## config.mk

```make
export PLATFORM = sky130hd
export DESIGN_NAME = mem_bus_arbiter
export DESIGN_NICKNAME = d
export VERILOG_FILES = /design/src/rtl/mem_bus_arbiter.sv
export SDC_FILE = /design/constraint.sdc
export NUM_CORES = 1
export LEC_CHECK = 0
export ABC_AREA = 1
export CORE_UTILIZATION = 57
export CTS_CLUSTER_DIAMETER = 80
export DETAILED_ROUTE_END_ITERATION = 6
export PLACE_DENSITY = 0.89
export SYNTH_ARGS = -nofsm -noshare
export SYNTH_HDL_FRONTEND = slang
export SYNTH_SLANG_ARGS = --single-unit
export TNS_END_PERCENT = 30
```

## constraint.sdc

```tcl
create_clock -name clk_in -period 4.1 [get_ports clk_in]
set_input_delay 0.82 -clock clk_in [delete_from_list [all_inputs] [get_ports clk_in]]
set_output_delay 0.82 -clock clk_in [all_outputs]
set_load 0.01 [all_outputs]
```

## src/rtl/mem_bus_arbiter.sv

```systemverilog
// Byte-serial memory bus arbiter for the fetch and load/store ports.
// Define MEM_ARB_ROUND_ROBIN_EN for round-robin arbitration; otherwise load/store has fixed priority.
module mem_bus_arbiter #(
    parameter logic [1:0] IO_SEL = 2'b11
) (
    input  logic        clk_in,
    input  logic        rst_n_in,
    input  logic        rdy_in,
    input  logic        flush,
    input  logic [7:0]  mem_din,
    output logic [7:0]  mem_dout,
    output logic [31:0] mem_a,
    output logic        mem_wr,
    input  logic        io_buffer_full,
    input  logic        if_en,
    input  logic [31:0] if_addr,
    output logic        if_rdy,
    output logic [31:0] if_data,
    input  logic        ls_en,
    input  logic        ls_wr,
    input  logic [1:0]  ls_size,
    input  logic [31:0] ls_addr,
    input  logic [31:0] ls_wdata,
    output logic        ls_rdy,
    output logic [31:0] ls_rdata
);

    typedef enum logic [1:0] {IDLE, RD, WR, DONE} state_t;

    typedef struct packed {
        logic        is_ls;
        logic        wr;
        logic [2:0]  len;
        logic [31:0] addr;
        logic [31:0] wdata;
    } req_t;

    state_t          state, state_d;
    req_t            req, req_d, new_req;
    logic [2:0]      issue_idx, issue_idx_d;
    logic [2:0]      cap_idx, cap_idx_d;
    logic [1:0]      vld_pipe, vld_pipe_d;
    logic [3:0][7:0] rbuf, rbuf_d;
    logic [3:0][7:0] wbytes;
    logic [31:0]     issue_addr;

    logic [7:0]      mem_dout_d;
    logic [31:0]     mem_a_d;
    logic            mem_wr_d;
    logic            if_rdy_d, ls_rdy_d;
    logic [31:0]     if_data_d, ls_rdata_d;

    logic            pick_ls, ls_pref, stall, new_stall, go_idle;

`ifdef MEM_ARB_ROUND_ROBIN_EN
    // last = 1 when the most recent grant went to load/store
    logic last, last_d;
    assign ls_pref = ~last;
`else
    assign ls_pref = 1'b1;
`endif

    assign pick_ls    = ls_en & (~if_en | ls_pref);
    assign wbytes     = req.wdata;
    assign issue_addr = req.addr + {29'd0, issue_idx};
    assign stall      = (req.addr[17:16] == IO_SEL) & io_buffer_full;
    assign new_stall  = (new_req.addr[17:16] == IO_SEL) & io_buffer_full;

    always_comb begin
        new_req.is_ls = pick_ls;
        new_req.wr    = pick_ls & ls_wr;
        new_req.addr  = pick_ls ? ls_addr : if_addr;
        new_req.wdata = ls_wdata;
        new_req.len   = 3'd4;
        if (pick_ls) begin
            case (ls_size)
                2'd0:    new_req.len = 3'd1;
                2'd1:    new_req.len = 3'd2;
                default: new_req.len = 3'd4;
            endcase
        end
    end

    always_comb begin
        state_d     = state;
        req_d       = req;
        issue_idx_d = issue_idx;
        cap_idx_d   = cap_idx;
        vld_pipe_d  = vld_pipe;
        rbuf_d      = rbuf;
        mem_dout_d  = mem_dout;
        mem_a_d     = mem_a;
        mem_wr_d    = 1'b0;
        if_rdy_d    = 1'b0;
        if_data_d   = if_data;
        ls_rdy_d    = 1'b0;
        ls_rdata_d  = ls_rdata;
        go_idle     = 1'b0;
`ifdef MEM_ARB_ROUND_ROBIN_EN
        last_d      = last;
`endif

        case (state)
            IDLE: begin
                go_idle = 1'b1;
                if (rdy_in && !flush && (if_en || ls_en)) begin
                    go_idle     = 1'b0;
                    req_d       = new_req;
                    issue_idx_d = 3'd1;
                    cap_idx_d   = 3'd0;
                    rbuf_d      = '0;
                    mem_a_d     = '0;
                    mem_dout_d  = '0;
                    if_data_d   = '0;
                    ls_rdata_d  = '0;
`ifdef MEM_ARB_ROUND_ROBIN_EN
                    last_d      = pick_ls;
`endif
                    if (new_req.wr) begin
                        state_d = WR;
                        if (new_stall) begin
                            issue_idx_d = 3'd0;
                        end else begin
                            mem_a_d    = new_req.addr;
                            mem_dout_d = new_req.wdata[7:0];
                            mem_wr_d   = 1'b1;
                        end
                    end else begin
                        state_d    = RD;
                        mem_a_d    = new_req.addr;
                        vld_pipe_d = 2'b01;
                    end
                end
            end

            RD: begin
                if (flush) begin
                    go_idle = 1'b1;
                end else if (!rdy_in) begin
                    // bytes in flight are dropped; resume re-issues from the first uncaptured byte
                    vld_pipe_d  = 2'b00;
                    issue_idx_d = cap_idx;
                end else begin
                    vld_pipe_d = {vld_pipe[0], 1'b0};
                    if (vld_pipe[1]) begin
                        rbuf_d[cap_idx[1:0]] = mem_din;
                        cap_idx_d            = cap_idx + 3'd1;
                    end
                    if (issue_idx != req.len) begin
                        mem_a_d       = issue_addr;
                        issue_idx_d   = issue_idx + 3'd1;
                        vld_pipe_d[0] = 1'b1;
                    end
                    if (vld_pipe[1] && cap_idx == req.len - 3'd1) begin
                        state_d = DONE;
                        if (req.is_ls) begin
                            ls_rdy_d   = 1'b1;
                            ls_rdata_d = rbuf_d;
                        end else begin
                            if_rdy_d  = 1'b1;
                            if_data_d = rbuf_d;
                        end
                    end
                end
            end

            WR: begin
                // stores are committed, so flush has no effect here
                if (rdy_in) begin
                    if (issue_idx == req.len) begin
                        state_d  = DONE;
                        ls_rdy_d = 1'b1;
                    end else if (!stall) begin
                        mem_a_d     = issue_addr;
                        mem_dout_d  = wbytes[issue_idx[1:0]];
                        mem_wr_d    = 1'b1;
                        issue_idx_d = issue_idx + 3'd1;
                    end
                end
            end

            DONE: go_idle = 1'b1;

            default: go_idle = 1'b1;
        endcase

        if (go_idle) begin
            state_d    = IDLE;
            vld_pipe_d = 2'b00;
            mem_a_d    = '0;
            mem_dout_d = '0;
            mem_wr_d   = 1'b0;
            if_rdy_d   = 1'b0;
            ls_rdy_d   = 1'b0;
            if_data_d  = '0;
            ls_rdata_d = '0;
        end
    end

    always_ff @(posedge clk_in or negedge rst_n_in) begin
        if (!rst_n_in) begin
            state     <= IDLE;
            req       <= '0;
            issue_idx <= '0;
            cap_idx   <= '0;
            vld_pipe  <= '0;
            rbuf      <= '0;
            mem_dout  <= '0;
            mem_a     <= '0;
            mem_wr    <= 1'b0;
            if_rdy    <= 1'b0;
            if_data   <= '0;
            ls_rdy    <= 1'b0;
            ls_rdata  <= '0;
        end else begin
            state     <= state_d;
            req       <= req_d;
            issue_idx <= issue_idx_d;
            cap_idx   <= cap_idx_d;
            vld_pipe  <= vld_pipe_d;
            rbuf      <= rbuf_d;
            mem_dout  <= mem_dout_d;
            mem_a     <= mem_a_d;
            mem_wr    <= mem_wr_d;
            if_rdy    <= if_rdy_d;
            if_data   <= if_data_d;
            ls_rdy    <= ls_rdy_d;
            ls_rdata  <= ls_rdata_d;
        end
    end

`ifdef MEM_ARB_ROUND_ROBIN_EN
    always_ff @(posedge clk_in or negedge rst_n_in) begin
        if (!rst_n_in) last <= 1'b0;
        else           last <= last_d;
    end
`endif

endmodule

```

==> impl_metrics.json <==
{
  "status": "finished, final reports clean",
  "fmax_mhz": 311,
  "pre_cts_ws_ns": 0.501,
  "final_layout_size_suffix_gt1_share_pct": 4.54,
  "drtIter0Drc": 1102,
  "power.density_nw_per_um2": 676,
  "synth_top_area_cell": "dfrtp_1",
  "slew_headroom_pct": 18.0,
  "grt_max_degree": 94,
  "cp_cell_sequence": "inv_1 -> ha_1 -> inv_1 -> nand2_4 -> nand3_2 -> nand2_4 -> inv_2 -> nand2_2 -> nand2_1 -> nand2_1",
  "hold_path.class": "input port to async pin",
  "synth_nets": 1761,
  "ys.warnings.count": 0,
  "wire_per_inst_um": 16.1,
  "path_clk_slew_ns": 0.06,
  "antenna_found_initial": 1,
  "final_cell_mix": "nand2_1 (692), clkdlybuf4s50_1 (219), dfrtp_1 (217)",
  "avgSynthCellArea_um2": 7.13,
  "post-route-min-period_ns": 3.21,
  "finalHoldViolations": 0,
  "grt_setup_unrepaired": "false",
  "gp_congestion": 0.941,
  "final_common_cell": "nand2_1",
  "slew_violations": 0,
  "clk_path_buf_depth": 3,
  "worstSkewPairLatency_ns": 0.51,
  "peakVddDrop_uv": 481,
  "cts_tree": "built",
  "wl_um": 33600,
  "grt_pass1_vias": 11126,
  "ant_nets": 0,
  "drc": 0,
  "drt_first_pass_iters": 5,
  "core_um2": 19700,
  "seq_area_frac_synth_pct": 46.6,
  "die_y_um": 145,
  "dieArea_um2": 21000,
  "required_ns": 4.54,
  "critPathMaxFanout": 34,
  "post_cts_resized": 0,
  "path_class": "register to register",
  "setup_viol": 0,
  "holdBufCountCts": 0,
  "synth_area_um2": 11600,
  "cts_setup_buffers": 0,
  "pin_count": 221,
  "synth_cell_type_count": 42,
  "root_buffer": "clkbuf_16",
  "grt_use_total_pct": 32.6,
  "num_vias": 11499,
  "die_width_um": 145,
  "cpMaxStageDelayCell": "nand2_2",
  "hpwl_um": 23200,
  "io_buffers": 220,
  "grt_pass1_wl_um": 55900,
  "fin_setup_tns_ns": 0,
  "maxCapViolCount": 0,
  "num-nets-final": 1942,
  "clock_sinks": 217,
  "cp.arrival_ns": 3.65,
  "yosys_register_bits": 217,
  "cpLargestDelayFamily": "simple AND/OR/NAND/NOR gates",
  "end_kind": "register",
  "cts_made_buffers": 23,
  "utilization_pct": 74.6,
  "cts_max_level": 1,
  "grt_overflow": 0,
  "p_leak_nw": 7.12,
  "post-route-period-util_pct": 78.3,
  "slowest_delay_ns": 0.54,
  "critPathBufInv": 3,
  "worstSetupStartpointType": "register",
  "netlist.area_leader.share_pct": 46.6,
  "syn_inst": 1633,
  "worst_pin_slew_ns": 1.23,
  "rows": 51,
  "finalWorstSetupSlack_ns": 0.888,
  "clock_skew_ns": 0.00991,
  "vias_per_cell": 5.49,
  "syn_to_final_growth_pct": 26.2,
  "synth_area_leaders": "dfrtp_1 (47%), nand2_1 (22%), o21ai_0 (7.5%)",
  "start_util_pct": 59.1
}
report_power, final:
group	internal, mW	switching [mW]
Clock	1.31	0.855
Combinational	1.49	3.03
Sequential	2.77	0.497
Total	5.56	4.38
state kept, by name, indices dropped and copies added (netlist names):
name       cells
cap_idx        3
if_data       32
if_rdy         1
issue_idx      3
ls_rdata      32
ls_rdy         1
mem_a         32
mem_dout       8
mem_wr         1
rbuf          32
req           36
state          2
vld_pipe       2
wbytes        32
worst paths after layout:
path	start	endpoint	slack, ns	cells past startpoint
max	state[0]$_DFFE_PN0P_	if_data[28]$_DFFE_PN0P_	0.89	10
min	rst_n_in	mem_a[25]$_DFFE_PN0P_	0.33	1
max reg2reg	state[0]$_DFFE_PN0P_	if_data[28]$_DFFE_PN0P_	0.89	10
min reg2reg	wbytes[19]$_DFFE_PN0P_	wbytes[19]$_DFFE_PN0P_	0.47	2
max in group asynchronous	rst_n_in	mem_dout[0]$_DFFE_PN0P_	2.89	2
min in group clk_in	wbytes[19]$_DFFE_PN0P_	wbytes[19]$_DFFE_PN0P_	0.47	2
through the flow:
stage | cell area [µm²] | total power, mW | std cells | hold slack, ns
4_1_cts | 14700 | 9.90 | 2094 | 0.386
3_5_place_dp | 13900 | 7.70 | 2054 | 0.456
3_3_place_gp | 13900 | 7.58 | 2054 | 0.450
2_1_floorplan | 11600 | 6.38 | 1633 | 0.437
6_report | 14700 | 9.94 | 2095 | 0.330
5_1_grt | 14700 | 10.6 | 2095 | 0.407
worst reg2reg max path, cell delays in order, from the launching register on:
cell and delay (ns):
dfrtp_1 0.42, inv_1 0.10, ha_1 0.53, inv_1 0.39, nand2_4 0.31, nand3_2 0.14
nand2_4 0.36, inv_2 0.09, nand2_2 0.54, nand2_1 0.18, nand2_1 0.11
cells in the mapped netlist (all sizes together):
cell      n
a22o      3
nand4     4
xnor2     2
or2       1
nor2b     1
o21ai   203
nand2   704
and2      2
ha       13
buf      43
nor2    175
clkbuf   34
o221ai    2
a221oi    1
a31oi     2
inv     104
a21boi    5
o211ai    1
dfrtp   217
fa        1
nand3    78
a21oi    23
o32ai     1
o22ai     6
xor2      1
nor3      6
layout make-up:
| type | instances | area (µm²) |
|---|---|---|
| Sequential cell | 217 | 5430 |
| Tap cell | 265 | 332 |
| Timing Repair Buffer | 233 | 2330 |
| Fill cell | 1455 | 5020 |
| Clock buffer | 32 | 659 |
| Clock inverter | 8 | 118 |
| Antenna cell | 1 | 2.50 |
| Multi-Input combinational cell | 1235 | 5440 |
| Inverter | 104 | 395 |
cell families after synthesis:
logic type | synth area share [%]
flops | 46.6
fa+ha+maj | 1.57
compound gates | 11.1
buf+inv | 6.87
simple gates | 33.6
xor+xnor | 0.226
metal layers:
metal	vias up	routed length [µm]	global-route usage (%)
met5	-	0	0
met4	0	958	10.4
met3	73	2680	4.69
met2	534	15900	52.7
met1	5357	14100	45.4
li1	5535	-	-
No activity file was read; power rests on OpenSTA's default activity.
